`src/rtl/shift_div16.sv`:
```
// Radix-2 restoring shift-subtract divider, 16-bit unsigned, fixed 17-cycle latency.
// Define SHIFT_DIV16_REM_EN to drive the remainder on r; otherwise r is tied to zero.
module shift_div16 (
    input  logic        clk,
    input  logic        rst_n,
    input  logic        start,
    input  logic [15:0] a,
    input  logic [15:0] b,
    output logic [15:0] y,
    output logic [15:0] r,
    output logic        busy,
    output logic        done,
    output logic        dbz
);

    localparam logic [1:0] ST_IDLE = 2'd0;
    localparam logic [1:0] ST_RUN  = 2'd1;
    localparam logic [1:0] ST_FIN  = 2'd2;

    logic [1:0]  state_reg;
    logic [4:0]  cnt_reg;
    logic [15:0] dvd_reg;
    logic [15:0] dvs_reg;
    logic [16:0] pr_reg;
    logic [15:0] quo_reg;
    logic        zero_reg;
    logic        busy_reg;
    logic        done_reg;
    logic        dbz_reg;
    logic [15:0] y_reg;

    logic [16:0] pr_shift;
    logic [16:0] pr_diff;
    logic        pr_ge;

    always_comb begin
        pr_shift = {pr_reg[15:0], dvd_reg[15]};
        pr_ge    = (pr_shift >= {1'b0, dvs_reg});
        pr_diff  = pr_shift - {1'b0, dvs_reg};
    end

    always_ff @(posedge clk or negedge rst_n) begin
        if (!rst_n) begin
            state_reg <= ST_IDLE;
            cnt_reg   <= '0;
            dvd_reg   <= '0;
            dvs_reg   <= '0;
            pr_reg    <= '0;
            quo_reg   <= '0;
            zero_reg  <= 1'b0;
            busy_reg  <= 1'b0;
            done_reg  <= 1'b0;
            dbz_reg   <= 1'b0;
            y_reg     <= '0;
        end else begin
            done_reg <= 1'b0;
            case (state_reg)
                ST_IDLE: begin
                    if (start) begin
                        busy_reg <= 1'b1;
                        if (b != 16'd0) begin
                            dvd_reg   <= a;
                            dvs_reg   <= b;
                            pr_reg    <= '0;
                            quo_reg   <= '0;
                            cnt_reg   <= '0;
                            zero_reg  <= 1'b0;
                            dbz_reg   <= 1'b0;
                            state_reg <= ST_RUN;
                        end else begin
                            // Divide-by-zero: stage the saturated result and go straight to FIN.
                            quo_reg   <= 16'hFFFF;
                            pr_reg    <= {1'b0, a};
                            zero_reg  <= 1'b1;
                            state_reg <= ST_FIN;
                        end
                    end
                end
                ST_RUN: begin
                    dvd_reg <= {dvd_reg[14:0], 1'b0};
                    if (pr_ge) begin
                        pr_reg  <= pr_diff;
                        quo_reg <= {quo_reg[14:0], 1'b1};
                    end else begin
                        pr_reg  <= pr_shift;
                        quo_reg <= {quo_reg[14:0], 1'b0};
                    end
                    cnt_reg <= cnt_reg + 5'd1;
                    if (cnt_reg == 5'd15) begin
                        state_reg <= ST_FIN;
                    end
                end
                ST_FIN: begin
                    y_reg     <= quo_reg;
                    dbz_reg   <= zero_reg;
                    done_reg  <= 1'b1;
                    busy_reg  <= 1'b0;
                    state_reg <= ST_IDLE;
                end
                default: begin
                    state_reg <= ST_IDLE;
                    busy_reg  <= 1'b0;
                end
            endcase
        end
    end

`ifdef SHIFT_DIV16_REM_EN
    logic [15:0] r_reg;

    always_ff @(posedge clk or negedge rst_n) begin
        if (!rst_n) begin
            r_reg <= '0;
        end else if (state_reg == ST_FIN) begin
            r_reg <= pr_reg[15:0];
        end
    end

    assign r = r_reg;
`else
    assign r = 16'd0;
`endif

    assign y    = y_reg;
    assign busy = busy_reg;
    assign done = done_reg;
    assign dbz  = dbz_reg;

endmodule

```
`config.mk`:
```
export PLATFORM = sky130hd
export DESIGN_NAME = shift_div16
export DESIGN_NICKNAME = d
export VERILOG_FILES = /design/src/rtl/shift_div16.sv
export SDC_FILE = /design/constraint.sdc
export NUM_CORES = 1
export LEC_CHECK = 0
export CORE_AREA = 2 2 96 98
export CTS_CLUSTER_SIZE = 24
export DETAILED_ROUTE_END_ITERATION = 12
export DIE_AREA = 0 0 98 100
export PLACE_DENSITY_LB_ADDON = 0.25
export SLEW_MARGIN = 5
export SYNTH_ARGS = -nofsm -noshare
export SYNTH_HDL_FRONTEND = slang
export SYNTH_SLANG_ARGS = --single-unit
```
`constraint.sdc`:
```
create_clock -name clk -period 7.18 [get_ports clk]
set_clock_uncertainty 0.2 [all_clocks]
set_input_delay 1.436 -clock clk [delete_from_list [all_inputs] [get_ports clk]]
set_output_delay 1.436 -clock clk [all_outputs]
set_load 0.02 [all_outputs]
```
==> results.md <==
* Status: completed
* Max-cap violations at 0
* First-pass GRT wire length at 16,600 um
* DRT Wirelength at 9730 um
* Diodes inserted at 0
* Final Cell Area at 5450 sq um
* Worst Tran Pin Value at 1.22 ns
* Post-synthesis sequential area ratio at 0.483
* Max_slew headroom at 0.187
* Final hold violations at 0
* Routed via count at 3,449
* Nets at 542
* GPL Wtd Cong at 0.912
* Port-buffer cells at 53
* Yosys cell types at 51
* Clock Sinks at 91
* RSZ-0062 raised after global routing: no
* Largest net degree at the start of global routing at 92
* Reg2Reg Setup Slack at 3.59 ns
* Avg Cell Area, Syn at 10.6 sq um
* Total Routing Usage GR at 0.209
* Most crowded layer after global routing: met2
* Synth top area share at 0.483
* I/O pin count at 70
* Worst Path Arrival at 3.88 ns
* Ys async rst share at 1.00
* CTS tree: built
* Site Rows at 35
* WL/cell at 16.1 um
* CTS root buf: clkbuf_8
* Yosys warns at 0
* Pre-CTS setup slack at 2.74 ns
* First DRT Iteration DRCs at 126
* Total CTS buffers at 9
* H-Tree Depth at 3
* CP Data Required Time at 7.22 ns
* VDD IR max at 218 uV
* Aggregate global routing overflow at 0
* Power Density at 514 nW/um^2
* Leak pwr at 2.45 nW
* Slew Limit Fails at 0
* Highest Clock Rate at 0.260 GHz
* Setup bufs post-CTS at 0
* Initial antenna violation count at 0
* Mapped Area at 4710 sq um
* Area growth from synthesis to layout at 15.7%
* Synth area leaders: dfrtp_1 48%, mux2_2 6.0%, ha_1 4.8%, nand2_1 3.3%, a221o_1 3.2%
* GRT met2 Usage at 0.340
* Fraction of layout cells with a size suffix above 1 at 0.110
* Total Die Area at 9800 sq um
* Routed vias/inst at 5.71
* Final period utilization at 0.536
* Crit Path Category: primary input to flip-flop
* Die Height at 100 um
* Max Root-Sink Buffers at 2
* Syn Inst Count at 444
* # fillers at 745
* Number of flops mapped to enable cells by yosys at 0
* CP Capture Type: flip-flop
* DRT Pass-1 Iters at 4
* Startpoint Class: primary input
* Cts hold-fix bufs at 0
* Gates resized, CTS repair at 0
* Leading area contributor after synthesis: dfrtp_1
* Skew-Pair Late Insertion Delay at 0.36 ns
* Final ANT Viol Nets at 0
* Power Total at 2.80 mW
* CORE AREA at 8890 sq um
* #FFs+latches synth at 91
* GR Util met3 at 0.0258
* Setup Total Neg Slack at 0 ns
* Initial Utilization at 0.530
* Fin crit period at 3.84 ns
* DRC violations left at 0
* Most common library cells after synthesis: 91 x dfrtp_1, 41 x nand2_1, 25 x mux2_2
* GR Layer Usage met1 at 0.298
* Clock slew at reported path FFs at 0.09 ns
* Hold crit path type: flip-flop to flip-flop
* Placed cell area at 5250 sq um
* Vias in the first global route at 3,355
* Crit Path Max Fanout at 35
* Main synth FF type: dfrtp_1
* PnR worst setup slack at 3.34 ns
* Final setup vio count at 0
* Top-count cell post-synth: dfrtp_1
* DP HPWL at 6870 um
* Die Wd at 98 um
## cells in the final DEF, fill, tap and decap left out, types with 4 or more instances in the layout
cell | netlist | routed
o21ai_0 | 8 | 8
mux2_2 | 25 | 25
clkbuf_8 | 0 | 10
nand2b_1 | 4 | 4
dfrtp_1 | 91 | 91
o21ai_1 | 16 | 16
a21o_1 | 8 | 8
mux2i_1 | 12 | 12
nor4_1 | 5 | 5
ha_1 | 18 | 18
conb_1 | 1 | 16
nand3_1 | 4 | 4
nor2_1 | 23 | 21
xor2_1 | 5 | 5
mux2_1 | 7 | 7
a221o_1 | 15 | 15
a22oi_1 | 12 | 12
buf_4 | 17 | 4
a31oi_1 | 19 | 19
clkdlybuf4s50_1 | 0 | 52
a21oi_1 | 14 | 14
inv_1 | 24 | 24
nand2_1 | 41 | 41
xnor2_1 | 8 | 8
## stage by stage
step | hold WS (ns) | util | cells
2_1_floorplan | 0.250 | - | 459
3_3_place_gp | 0.260 | 0.591 | 588
3_5_place_dp | 0.282 | 0.591 | 588
4_1_cts | 0.303 | 0.613 | 604
5_1_grt | 0.331 | 0.613 | 604
6_report | 0.299 | 0.613 | 604
## kinds of logic after synthesis
family | share of synthesized area
compound gates | 0.185
simple gates | 0.0884
flops | 0.483
buf+inv | 0.0645
mux | 0.102
fa+ha+maj | 0.0521
xor+xnor | 0.0242
other cells | 0.000796
## cell type report
| cell class | count | area [sq um] | area share |
|---|---|---|---|
| clock buffers | 10 | 138 | 0.0252 |
| clock inverters | 6 | 55.1 | 0.0101 |
| inverters | 24 | 90.1 | 0.0165 |
| multi-input cells | 306 | 2200 | 0.404 |
| flip-flops and latches | 91 | 2280 | 0.418 |
| well taps | 111 | 139 | 0.0255 |
| repair buffers | 56 | 551 | 0.101 |
## critical path: stages
cell and delay [ns]:
clkdlybuf4s50_1 0.48, nor4_1 0.06, nand4_1 0.28, nor3_1 0.13, nor2_2 0.93, nand4_1 0.23, xnor2_1 0.17, and2_1 0.15
## routing by layer
layer	up-vias	share of wire
li1	1665	-
met1	1693	0.48
met2	77	0.47
met3	14	0.030
met4	0	0.016
met5	-	0
## path summary, 6_finish.rpt
kind | start | end | depth (start not counted)
hold / removal | dvs_reg[10] | dvs_reg[10] | 1
setup / recovery | b[13] | cnt_reg[3] | 8
max in group asynchronous | rst_n | y[1] | 1
min in group asynchronous | rst_n | y[11] | 1
hold reg to reg | dvs_reg[10] | dvs_reg[10] | 1
setup reg to reg | dvs_reg[1] | pr_reg[5] | 10
## power breakdown
part           internal, mW  switching, mW
Sequential            0.755          0.159
Combinational         0.727          0.822
Clock                 0.143          0.199
No activity file was read; power rests on OpenSTA's default activity.
